**config.mk**
```make
export PLATFORM = sky130hd
export DESIGN_NAME = regfile_writeback_flat
export DESIGN_NICKNAME = d
export VERILOG_FILES = /design/src/rtl/mips_pkg.sv /design/src/rtl/regfile_writeback_if.sv /design/src/rtl/regfile_writeback_fifo.sv /design/src/rtl/regfile_writeback.sv /design/src/flat_wrapper.sv
export SDC_FILE = /design/constraint.sdc
export NUM_CORES = 1
export LEC_CHECK = 0
export CELL_PAD_IN_SITES_DETAIL_PLACEMENT = 1
export CELL_PAD_IN_SITES_GLOBAL_PLACEMENT = 1
export CORE_ASPECT_RATIO = 2
export CORE_MARGIN = 2
export CORE_UTILIZATION = 48
export CTS_CLUSTER_SIZE = 40
export DETAILED_ROUTE_END_ITERATION = 6
export PLACE_DENSITY = 0.82
export SLEW_MARGIN = 20
export SYNTH_ARGS = -nofsm -noshare
export SYNTH_HDL_FRONTEND = slang
export SYNTH_SLANG_ARGS = --single-unit
```
**constraint.sdc**
```tcl
create_clock -name clk -period 10.67 [get_ports clk]
set_clock_uncertainty 0.05 [all_clocks]
set_input_delay 2.134 -clock clk [delete_from_list [all_inputs] [get_ports clk]]
set_output_delay 2.134 -clock clk [all_outputs]
set_load 0.005 [all_outputs]
```
**src/rtl/mips_pkg.sv**
```systemverilog
// Shared constants and the buffered write-entry type for the register-file write path.
package mips_pkg;

   localparam int DATA_W = 32;
   localparam int ADDR_W = 5;

   // One buffered B-path write; live is cleared when a younger A write to the same register lands.
   typedef struct packed {
      logic              live;
      logic [ADDR_W-1:0] regIdx;
      logic [DATA_W-1:0] data;
   } wb_entry_t;

endpackage

```
**src/rtl/regfile_writeback_if.sv**
```systemverilog
// Producer A/B request signals plus the register-file write port and hazard status.
interface regfile_writeback_if #(
   parameter int DATA_W = mips_pkg::DATA_W,
   parameter int ADDR_W = mips_pkg::ADDR_W,
   parameter int DEPTH  = 4
) ();

   logic                      a_valid;
   logic [ADDR_W-1:0]         a_reg;
   logic [DATA_W-1:0]         a_data;
   logic                      b_valid;
   logic                      b_ready;
   logic [ADDR_W-1:0]         b_reg;
   logic [DATA_W-1:0]         b_data;
   logic                      RegWrite;
   logic [ADDR_W-1:0]         WriteRegister;
   logic [DATA_W-1:0]         WriteData;
   logic [(2**ADDR_W)-1:0]    busy_mask;
   logic [$clog2(DEPTH):0]    pending;

   // Producer side: drives requests, observes the write port and status.
   modport master (
      output a_valid, a_reg, a_data, b_valid, b_reg, b_data,
      input  b_ready, RegWrite, WriteRegister, WriteData, busy_mask, pending
   );

   // Write-back block side.
   modport slave (
      input  a_valid, a_reg, a_data, b_valid, b_reg, b_data,
      output b_ready, RegWrite, WriteRegister, WriteData, busy_mask, pending
   );

endinterface

```
**src/rtl/regfile_writeback_fifo.sv**
```systemverilog
// Circular buffer for B-path writes with per-entry live bits, squash-by-register and busy mask.
module wb_fifo
   import mips_pkg::*;
#(
   parameter int DEPTH = 4
) (
   input  logic                     clk,
   input  logic                     rst_n,
   input  logic                     push,
   input  logic [ADDR_W-1:0]        pushReg,
   input  logic [DATA_W-1:0]        pushData,
   input  logic                     pop,
   input  logic                     squash,
   input  logic [ADDR_W-1:0]        squashReg,
   output wb_entry_t                head,
   output logic                     empty,
   output logic                     full,
   output logic [$clog2(DEPTH):0]   count,
   output logic [(2**ADDR_W)-1:0]   busyMask
);

   localparam int IW = $clog2(DEPTH);

   wb_entry_t       mem [DEPTH];
   logic [IW:0]     wrPtr;
   logic [IW:0]     rdPtr;

   // Pointers carry one extra wrap bit so full and empty are distinguishable.
   assign count = wrPtr - rdPtr;
   assign empty = (wrPtr == rdPtr);
   assign full  = (count == (IW+1)'(DEPTH));
   assign head  = mem[rdPtr[IW-1:0]];

   // Storage and pointers; squash is applied before the push so a same-edge push stays live.
   always_ff @(posedge clk or negedge rst_n) begin
      if (!rst_n) begin
         wrPtr <= '0;
         rdPtr <= '0;
         for (int i = 0; i < DEPTH; i++) begin
            mem[i] <= '0;
         end
      end else begin
         if (squash) begin
            for (int i = 0; i < DEPTH; i++) begin
               if (mem[i].regIdx == squashReg) begin
                  mem[i].live <= 1'b0;
               end
            end
         end
         if (push) begin
            mem[wrPtr[IW-1:0]] <= '{live: 1'b1, regIdx: pushReg, data: pushData};
            wrPtr <= wrPtr + 1'b1;
         end
         if (pop) begin
            rdPtr <= rdPtr + 1'b1;
         end
      end
   end

   // Busy mask: OR of onehot(reg) over occupied slots that are still live.
   always_comb begin
      logic [IW-1:0] offs;
      busyMask = '0;
      offs     = '0;
      for (int i = 0; i < DEPTH; i++) begin
         offs = IW'(i) - rdPtr[IW-1:0];
         if (({1'b0, offs} < count) && mem[i].live) begin
            busyMask[mem[i].regIdx] = 1'b1;
         end
      end
   end

endmodule

```
**src/rtl/regfile_writeback.sv**
```systemverilog
// Merges the never-stalling ALU write path and the buffered B path onto one register-file write port.
module regfile_writeback #(
   parameter int DATA_W = mips_pkg::DATA_W,
   parameter int ADDR_W = mips_pkg::ADDR_W,
   parameter int DEPTH  = 4
) (
   input  logic                 clk,
   input  logic                 rst_n,
   regfile_writeback_if.slave   bus
);

   mips_pkg::wb_entry_t   head;
   logic                  fifoEmpty;
   logic                  fifoFull;
   logic                  aReq;
   logic                  bAccept;
   logic                  fifoPush;
   logic                  fifoPop;

   // Register 0 is hardwired, so writes to it are dropped on both paths.
   assign aReq     = bus.a_valid && (bus.a_reg != '0);
   assign bAccept  = bus.b_valid && !fifoFull;
   assign fifoPush = bAccept && (bus.b_reg != '0);
   assign fifoPop  = !aReq && !fifoEmpty;

   assign bus.b_ready = !fifoFull;

   wb_fifo #(.DEPTH(DEPTH)) u_fifo (
      .clk       (clk),
      .rst_n     (rst_n),
      .push      (fifoPush),
      .pushReg   (bus.b_reg),
      .pushData  (bus.b_data),
      .pop       (fifoPop),
      .squash    (aReq),
      .squashReg (bus.a_reg),
      .head      (head),
      .empty     (fifoEmpty),
      .full      (fifoFull),
      .count     (bus.pending),
      .busyMask  (bus.busy_mask)
   );

   // Output registers: A wins, else drain the FIFO head (squashed heads give a no-write cycle).
   always_ff @(posedge clk or negedge rst_n) begin
      if (!rst_n) begin
         bus.RegWrite      <= 1'b0;
         bus.WriteRegister <= '0;
         bus.WriteData     <= '0;
      end else if (aReq) begin
         bus.RegWrite      <= 1'b1;
         bus.WriteRegister <= bus.a_reg;
         bus.WriteData     <= bus.a_data;
      end else if (!fifoEmpty) begin
         bus.RegWrite      <= head.live;
         bus.WriteRegister <= head.regIdx;
         bus.WriteData     <= head.data;
      end else begin
         bus.RegWrite      <= 1'b0;
      end
   end

endmodule

```
**src/flat_wrapper.sv**
```systemverilog
// flat-port wrapper written by rule: the top's interface ports become plain ports
module regfile_writeback_flat 
#(
   parameter int DATA_W = mips_pkg::DATA_W,
   parameter int ADDR_W = mips_pkg::ADDR_W,
   parameter int DEPTH  = 4
)
  (clk, rst_n, bus_a_valid, bus_a_reg, bus_a_data, bus_b_valid, bus_b_reg, bus_b_data, bus_b_ready, bus_RegWrite, bus_WriteRegister, bus_WriteData, bus_busy_mask, bus_pending);
  regfile_writeback_if #(.DATA_W(DATA_W), .ADDR_W(ADDR_W), .DEPTH(DEPTH)) bus_i ();
  input  logic clk;
  input  logic rst_n;
  input wire logic [$bits(bus_i.a_valid)-1:0] bus_a_valid;
  input wire logic [$bits(bus_i.a_reg)-1:0] bus_a_reg;
  input wire logic [$bits(bus_i.a_data)-1:0] bus_a_data;
  input wire logic [$bits(bus_i.b_valid)-1:0] bus_b_valid;
  input wire logic [$bits(bus_i.b_reg)-1:0] bus_b_reg;
  input wire logic [$bits(bus_i.b_data)-1:0] bus_b_data;
  output wire logic [$bits(bus_i.b_ready)-1:0] bus_b_ready;
  output wire logic [$bits(bus_i.RegWrite)-1:0] bus_RegWrite;
  output wire logic [$bits(bus_i.WriteRegister)-1:0] bus_WriteRegister;
  output wire logic [$bits(bus_i.WriteData)-1:0] bus_WriteData;
  output wire logic [$bits(bus_i.busy_mask)-1:0] bus_busy_mask;
  output wire logic [$bits(bus_i.pending)-1:0] bus_pending;
  assign bus_i.a_valid = bus_a_valid;
  assign bus_i.a_reg = bus_a_reg;
  assign bus_i.a_data = bus_a_data;
  assign bus_i.b_valid = bus_b_valid;
  assign bus_i.b_reg = bus_b_reg;
  assign bus_i.b_data = bus_b_data;
  assign bus_b_ready = bus_i.b_ready;
  assign bus_RegWrite = bus_i.RegWrite;
  assign bus_WriteRegister = bus_i.WriteRegister;
  assign bus_WriteData = bus_i.WriteData;
  assign bus_busy_mask = bus_i.busy_mask;
  assign bus_pending = bus_i.pending;
  regfile_writeback #(.DATA_W(DATA_W), .ADDR_W(ADDR_W), .DEPTH(DEPTH)) u_core (.clk(clk), .rst_n(rst_n), .bus(bus_i));
endmodule
```
# Word-level counts from Yosys, hierarchy flattened
# Index checks and enable logic that the tools add are counted.
dict set report word_totals {
  ff_bits 196
  in_bits 78
  out_inout_bits 74
  word_cells 102
}
dict set report classes {
  add_sub_neg 7
  order_cmp 15
  eq_ne 7
  mux 33
  bitwise_logic 5
  reduce_logical 18
}
# operator count
set ops {}
lappend ops {{$mux W32} 6}
lappend ops {{$bwmux W152} 1}
lappend ops {{$mux W152} 1}
lappend ops {{$mux W38} 3}
lappend ops {{$or A32 B32 Y32} 3}
lappend ops {{$bmux W38 S2} 1}
lappend ops {{$demux W38 S2} 1}
lappend ops {{$lt A5 B6 Y1 const B} 4}
lappend ops {{$demux W1 S5} 4}
lappend ops {{$eq A5 B5 Y1} 4}
lappend ops {{$ge A5 B1 Y1 const B} 4}
lappend ops {{$mux W1} 14}
lappend ops {{$logic_and A1 B1 Y1} 13}
lappend ops {{$lt A2 B3 Y1} 4}
lappend ops {{$mux W5} 2}
lappend ops {{$reduce_bool A5 Y1} 2}
lappend ops {{$add A3 B1 Y3 const B} 2}
lappend ops {{$ge A3 B3 Y1 const B} 2}
lappend ops {{$not A2 Y3} 2}
lappend ops {{$sub A1 B2 Y2 const A} 2}
lappend ops {{$sub A2 B2 Y2 const A} 2}
lappend ops {{$eq A3 B3 Y1} 1}
lappend ops {{$eq A3 B3 Y1 const B} 1}
lappend ops {{$logic_not A1 Y1} 3}
lappend ops {{3 further kinds} 3}

# Logic depth before layout (Yosys ltp)
# Gate-level depths: netlist of run 1.
dict set report depth {
  depth_word 11
  mapped_depth 12
  ltp_nobuf 11
}

# By module
# Synthesis of run 1 repeated with hierarchy kept, for this count alone.
dict set report hier_totals {
  cells_unflattened 788
  area_unflattened_um2 10498.8
}
# mod n_inst cells_per_inst area_each_um2 seq_area_each_um2
set modules_own_cells {}
lappend modules_own_cells {wb_fifo 1 655 8619.5 3953.8}
lappend modules_own_cells {regfile_writeback 1 133 1879.3 950.9}

# Least setup slack after synthesis of run 1
# No wires, ideal clock.
dict set report synth_timing {
  path_type {register to output}
  from {register u_core.u_fifo.rdPtr[1]}
  to {output port bus_busy_mask[24]}
  arrival_ns 3.231
  required_ns 8.486
  path_slack_ns 5.255
  stages_incl_launch_ff 12
  n_path_buf 2
  path_cell_list {dfrtp_1 -> buf_1 -> clkbuf_1 -> inv_1 -> fa_1 -> inv_1 -> ha_1 -> nand2b_1 -> nand3_1 -> a211oi_1 -> a22oi_1 -> nand2_1}
}
dict set report synth_via {
  elab_chain_len 10
  word_cells_on_any_way 20
  classes_between {5 x add/sub; 4 x order compare; 4 x mux; 3 x bitwise; 4 x reduce/logical}
}
# element line_no
set synth_lines {}
lappend synth_lines {{from (decl)} regfile_writeback_fifo.sv:26} ;# logic [IW:0] rdPtr;
lappend synth_lines {{from (signal assigned)} regfile_writeback_fifo.sv:55} ;# rdPtr <= rdPtr + 1'b1;
lappend synth_lines {{$sub A3 B3 Y3 *} regfile_writeback_fifo.sv:29} ;# assign count = wrPtr - rdPtr;
lappend synth_lines {{named net bus_pending[1]} flat_wrapper.sv:23} ;# output wire logic [$bits(bus_i.pending)-1:0] bus_pending;
lappend synth_lines {{$lt A2 B3 Y1} regfile_writeback_fifo.sv:67} ;# if (({1'b0, offs} < count) && mem[i].live) begin
lappend synth_lines {{$logic_and A1 B1 Y1} regfile_writeback_fifo.sv:67}
lappend synth_lines {{$mux W32} regfile_writeback_fifo.sv:67}
lappend synth_lines {{$or A32 B32 Y32 (no source line)} -}
lappend synth_lines {{$mux W32} regfile_writeback_fifo.sv:67}
lappend synth_lines {{$or A32 B32 Y32 (no source line)} -}
lappend synth_lines {{$mux W32} regfile_writeback_fifo.sv:67}
lappend synth_lines {{$or A32 B32 Y32 (no source line)} -}
lappend synth_lines {{$mux W32 *} regfile_writeback_fifo.sv:67}
lappend synth_lines {{to (decl)} flat_wrapper.sv:22} ;# output wire logic [$bits(bus_i.busy_mask)-1:0] bus_busy_mask;
# The timed path passes the listed nets; every way through them passes the cells marked *.

# Worst setup path in the final report of run 1
dict set report layout_timing {
  from {register u_core.u_fifo.wrPtr[0]}
  to {output port bus_busy_mask[20]}
}
dict set report layout_via {
  elab_chain_len 10
  word_cells_on_any_way 16
  classes_between {1 x add/sub; 4 x order compare; 4 x mux; 3 x bitwise; 4 x reduce/logical}
}
# element line_no
set layout_lines {}
lappend layout_lines {{from (decl)} regfile_writeback_fifo.sv:25} ;# logic [IW:0] wrPtr;
lappend layout_lines {{from (signal assigned)} regfile_writeback_fifo.sv:52} ;# wrPtr <= wrPtr + 1'b1;
lappend layout_lines {{$sub A3 B3 Y3 *} regfile_writeback_fifo.sv:29}
lappend layout_lines {{$lt A2 B3 Y1} regfile_writeback_fifo.sv:67}
lappend layout_lines {{$logic_and A1 B1 Y1} regfile_writeback_fifo.sv:67}
lappend layout_lines {{$mux W32} regfile_writeback_fifo.sv:67}
lappend layout_lines {{$or A32 B32 Y32 (no source line)} -}
lappend layout_lines {{$mux W32} regfile_writeback_fifo.sv:67}
lappend layout_lines {{$or A32 B32 Y32 (no source line)} -}
lappend layout_lines {{$mux W32} regfile_writeback_fifo.sv:67}
lappend layout_lines {{$or A32 B32 Y32 (no source line)} -}
lappend layout_lines {{$mux W32 *} regfile_writeback_fifo.sv:67}
# Every way passes the cells marked *; elsewhere a longest branch is shown, timed or not.

==> results of run 1 <==
## worst min-delay path by stage
stage               from  cells after the start   end
global route        flop                      1  flop
global placement    flop                      1  flop
CTS                 flop                      1  flop
finish              flop                      1  flop
detailed placement  flop                      1  flop
floorplan           flop                      1  flop
## worst max-delay path, cell delays in order (launching register included)
cell and delay (ns):
dfrtp_1 0.42, inv_1 0.17, ha_1 0.21, inv_1 0.06, fa_1 0.50, inv_1 0.12, ha_1 0.30, nand2b_1 0.10
nand3_1 0.13, a211oi_1 0.96, a222oi_1 0.22, o31ai_1 0.14, clkdlybuf4s50_1 0.54
## per-layer routing
metal  up-vias  track usage, %  part of all wire (%)
li1       3202               -                     -
met2       243           53.42                    56
met1      3827           31.65                    35
met3        89           5.326                   3.5
met4         0           16.00                   5.7
met5         -               0                     0
## cell type report
class,count,area [µm²]
Clock buffer,20,446.7
Clock inverter,11,148.9
Fill cell,2140,8797
Inverter,12,45.04
Multi-Input combinational cell,544,5099
Sequential cell,196,4907
Tap cell,273,341.6
Timing Repair Buffer,161,1610
## cells in the final DEF, fill, tap and decap left out, types with 2 or more instances in the layout
master / n
a21oi_1: 40
a222oi_1: 2
a22oi_1: 40
a32oi_1: 17
and3_1: 2
buf_4: 9
bufinv_16: 3
clkbuf_1: 2
clkbuf_16: 17
clkbuf_8: 2
clkdlybuf4s50_1: 150
clkinv_2: 3
dfrtp_1: 194
dfrtp_2: 2
ha_1: 13
inv_1: 12
inv_6: 5
mux2_1: 18
mux2_2: 82
mux2_4: 49
mux2i_1: 36
mux4_2: 38
nand2_1: 51
nand2_2: 4
nand2b_1: 11
nand3_1: 11
nand3_2: 2
nor2_1: 58
nor2b_1: 5
nor3_1: 9
nor3b_1: 3
nor3b_2: 4
o21ai_0: 2
o21ba_2: 2
o41ai_1: 4
xnor2_1: 17
xor2_1: 8
## kinds of logic after synthesis
family,share of synthesized area [%]
AO/OA/AOI/OAI,7.776
XOR/XNOR,2.346
multiplexers,29.75
flip-flops,47.41
AND/OR/NAND/NOR,7.413
adder cells (fa/ha/maj),1.766
buffers and inverters,3.543
## power groups by stage
stage | Sequential (mW) | Combinational (mW) | Clock, mW
after CTS | 1.45 | 2.49 | 0.676
after floorplan | 1.30 | 1.68 | 0
after global placement | 1.41 | 2.40 | 0
after global routing | 1.49 | 2.70 | 0.700
final | 1.45 | 2.51 | 0.663
after detailed placement | 1.45 | 2.47 | 0
## through the flow
stage	power (mW)	instance area [µm²]	utilization (%)	std cells
global placement	3.810	11980	55.97	1185
detailed placement	3.918	11980	55.97	1185
CTS	4.613	12570	58.75	1216
finish	4.626	12600	58.88	1217
global route	4.892	12600	58.88	1217
floorplan	2.979	10350	-	811
==> impl_metrics.toml, run 1 <==
[layout]
antenna_cells = 0
drive_gt1_share_pct = 23.94
layout.nets = 1024
synthToLayoutAreaGrowth_pct = 21.77

[timing]
relSlewSlack_pct = 20.62
fin_ws_ns = 4.176
fin_crit_sh_pct = 60.86
drv_slew = 0
setup-violations-final = 0
worstMarginPinSlew_ns = 1.184
grt_setup_unrepaired = "false"
fin_setup_tns_ns = 0
period_needed_ns = 6.494
hold_viol = 0
whs_ns = 0.4447
fmax_mhz = 154.0

[die]
core_um2 = 21400
placementRows = 76
ios = 152
die_area_um2 = 22820
initial_utilization_pct = 48.36
fp.dieW_um = 107.8
fp.dieH_um = 211.6

[logic_synthesis]
synth_area_um2 = 10350
synth_most_common_cell = "dfrtp_1"
synthArstFlopShare_pct = 100.0
yosys.area.top_type_share_pct = 47.41
synth_top_area_cell = "dfrtp_1"
syn-instance-count = 811
seq_area_frac_synth_pct = 47.41
ys_ff_latch = 196
syn_avg_cell_area_um2 = 12.76
syn_nets = 903
synth_ff_type = "dfrtp_1"
ys_types = 48
ys_top_cells_by_area = "dfrtp_1, mux2_2, mux4_2, mux2_4, mux2i_1"
synth_edf_count = 0
yosys_warnings = 0
yosys-top-cells-count = "dfrtp_1, mux2_2, nor2_1, nand2_1, mux2_4"

[clock_tree]
clk_pin_slew_ns = 0.07
hold_buffers = 0
clk_path_buf_depth = 2
post_cts_buffers = 0
h-tree-depth = 4
cts_tree = "done"
clkSinkCount = 196
cts-buffers-inserted = 17
clock_latency_ns = 0.44
clock_tree.root_cell = "clkbuf_16"
cts_resized = 0

[global_route]
grt.total_usage_pct = 29.43
grt_pass1_wl_um = 49620
antenna_found_initial = 0
globalRouteOverflowTotal = 0
grt_max_degree = 119
first_global_vias = 8303

[critical_path]
worst-r2r-cell-count = 10
cp-endpoint = "bus_busy_mask[20]"
path_class = "reg2out"
crit_path_start_kind = "flop"
endpoint_kind = "primary output"
required_ns = 8.49
regToRegSetupSlack_ns = 7.15
critPathArrivalTime_ns = 4.31
r2r_start = "u_core.u_fifo.wrPtr[0]$_DFFE_PN0P_"
crit_start = "u_core.u_fifo.wrPtr[0]$_DFFE_PN0P_"
crit_fanout = 8

[pwr]
ir_drop_uv = 224.8
p_leak_nw = 5.544
power_frac_comb_pct = 54.3
switchingPower_mw = 1.837
switching_share_pct = 39.72
seqPwrFrac_pct = 31.4
power_density_nw_per_um2 = 367.2
power.share.clock_pct = 14.3
cellInternalPower_mw = 2.789

[routing]
antenna_left = 0
routed_wl_um = 31850
dr.pass1.iters = 6
avgViaCountPerCell = 6.048
drc = 0
vias = 7361
wl_per_cell_um = 26.17
first_iter_violations = 544

[job]
maxCapViolations = 0

[placement]
portBuffers = 151
pre_cts_slack_ns = 4.719
place_congestion = 1.022
hpwl_um = 21840

[worst_hold_path]
hp-class = "reg2reg"

[outcome]
status = "finished, final reports clean"
Note: power is estimated with default switching activity, not from simulation.
==> run 2, diff against run 1 <==
--- a/config.mk
+++ b/config.mk
@@ -9,10 +9,10 @@
 export CELL_PAD_IN_SITES_GLOBAL_PLACEMENT = 1
 export CORE_ASPECT_RATIO = 2
 export CORE_MARGIN = 2
-export CORE_UTILIZATION = 48
+export CORE_UTILIZATION = 45
 export CTS_CLUSTER_SIZE = 40
 export DETAILED_ROUTE_END_ITERATION = 6
-export PLACE_DENSITY = 0.82
+export PLACE_DENSITY = 0.77
 export SLEW_MARGIN = 20
 export SYNTH_ARGS = -nofsm -noshare
 export SYNTH_HDL_FRONTEND = slang
==> constraint.sdc (replaced) <==
create_clock -name clk -period 6.1 [get_ports clk]
set_clock_uncertainty 0.05 [all_clocks]
set_input_delay 1.22 -clock clk [delete_from_list [all_inputs] [get_ports clk]]
set_output_delay 1.22 -clock clk [all_outputs]
set_load 0.005 [all_outputs]
==> run 2 against run 1 <==
Effect of this change: first-iteration DRC count fell by 16%; sequential cell count stayed put; via count shrank 0.62%; final area increased by 0.25%; die area rose by 6.5%; combinational power increased by 72%; non-clock buffer count rose by 1; total power grew 74%; utilization down 3.1 points; setup slack got worse by 3.5 ns; routed wire length fell by 3.7%; largest cell class unchanged.
==> impl_metrics.toml, run 2 (synthesis gave the netlist of run 1 again) <==
[die]
ios = 152
placementRows = 78
core_um2 = 22640
fp.dieW_um = 111.2
die_area_um2 = 24290
initial_utilization_pct = 45.70
fp.dieH_um = 218.4

[critical_path]
crit_path_start_kind = "flop"
endpoint_kind = "primary output"
critPathArrivalTime_ns = 4.11
cpLargestDelayFamily = "simple AND/OR/NAND/NOR gates"
cpMaxStageDelayCell = "nor3_1"
crit_top_cell = "inv_1"
r2r_start = "u_core.u_fifo.wrPtr[0]$_DFFE_PN0P_"
crit_start = "u_core.u_fifo.wrPtr[0]$_DFFE_PN0P_"
required_ns = 4.83
slowest_delay_ns = 0.78
crit_buf_inv = 4
path_class = "reg2out"
cp_cell_sequence = "inv_1 > ha_1 > inv_1 > fa_1 > inv_1 > ha_1 > nand2b_1 > a21oi_1 > nor3_1 > a22oi_1 > nand2_1 > clkdlybuf4s50_1"
crit_fanout = 8

[clock_tree]
cts_tree = "done"
hold_buffers = 0
clk_path_buf_depth = 2
clkSinkCount = 196
post_cts_buffers = 0
clk_pin_slew_ns = 0.07
cts-buffers-inserted = 17
clock_latency_ns = 0.43
cts_resized = 0
h-tree-depth = 4
clock_tree.root_cell = "clkbuf_16"

[pwr]
switchingPower_mw = 3.115
cellInternalPower_mw = 4.918
ir_drop_uv = 319.3
switching_share_pct = 38.78
power_frac_comb_pct = 53.7
p_leak_nw = 5.539
seqPwrFrac_pct = 31.6
power.share.clock_pct = 14.7
power_density_nw_per_um2 = 636.0

[timing]
fmax_mhz = 186.0
hold_viol = 0
grt_setup_unrepaired = "false"
period_needed_ns = 5.377
fin_crit_sh_pct = 88.14
relSlewSlack_pct = 30.56
drv_slew = 0
setup-violations-final = 0
worstMarginPinSlew_ns = 1.038
fin_setup_tns_ns = 0

[layout]
most-common-layout-cells = "dfrtp_1, clkdlybuf4s50_1, mux2_2"
layout.nets = 1025
instances_no_fill = 1227
final_common_cell = "dfrtp_1"
synthToLayoutAreaGrowth_pct = 22.07
fillers = 2300
fin_util_pct = 55.78
drive_gt1_share_pct = 24.10

[global_route]
globalRouteOverflowTotal = 0
grt_max_degree = 169
grt_pass1_wl_um = 47740
first_global_vias = 8304
grt.total_usage_pct = 25.81
antenna_found_initial = 1

[routing]
first_iter_violations = 459
avgViaCountPerCell = 5.962
vias = 7315
drc = 0
routed_wl_um = 30690
wl_per_cell_um = 25.01
dr.pass1.iters = 5
antenna_left = 0

[job]
maxCapViolations = 0

[placement]
place_congestion = 0.9653
portBuffers = 151
hpwl_um = 21370
dp_cells = 1194

[outcome]
status = "finished, final reports clean"

[worst_hold_path]
hp-class = "reg2reg"
## run 2: path summary, 6_finish.rpt
check	to	slack [ns]	depth (start not counted)
min reg2reg	flop	0.45	1
min	flop	0.45	1
max	bus_busy_mask[1]	0.72	12
min in group asynchronous	u_core.bus.WriteData[6]$_DFFE_PN0P_	0.62	1
max in group asynchronous	u_core.u_fifo.rdPtr[0]$_DFFE_PN0P_	4.17	2
max reg2reg	flop	2.55	10
## run 2: metal layers
| layer | GRT usage, % | vias up | share of wire, % |
|---|---|---|---|
| met5 | 0 | - | 0 |
| met4 | 14.86 | 0 | 5.4 |
| met3 | 4.326 | 87 | 3.2 |
| met2 | 49.29 | 234 | 57 |
| met1 | 26.00 | 3786 | 34 |
| li1 | - | 3208 | - |
## run 2: area by class of cell
cell class	instances	area [µm²]	area share, %
Clock inverter	13	182.7	1.446
Inverter	12	45.04	0.3566
Multi-Input combinational cell	544	5099	40.37
Clock buffer	19	432.9	3.428
Antenna cell	1	2.502	0.01981
Timing Repair Buffer	162	1610	12.75
Tap cell	280	350.3	2.774
Sequential cell	196	4907	38.85
## run 2: power by group through the flow
stage	clock (mW)	sequential, mW	combinational (mW)
final	1.18	2.53	4.32
after floorplan	0	2.27	2.94
after CTS	1.21	2.53	4.33
after detailed placement	0	2.53	4.30
after global placement	0	2.48	4.19
after global routing	1.26	2.61	4.63
## run 2: through the flow
step | setup WS, ns | area [µm²] | total power [mW] | hold slack (ns)
4_1_cts | 0.7554 | 12630 | 8.070 | 0.4528
3_5_place_dp | 1.244 | 12010 | 6.831 | 0.4367
2_1_floorplan | 1.599 | 10350 | 5.210 | 0.4094
3_3_place_gp | 1.349 | 12010 | 6.673 | 0.4191
5_1_grt | 0.4500 | 12630 | 8.493 | 0.4675
6_report | 0.7233 | 12630 | 8.033 | 0.4514
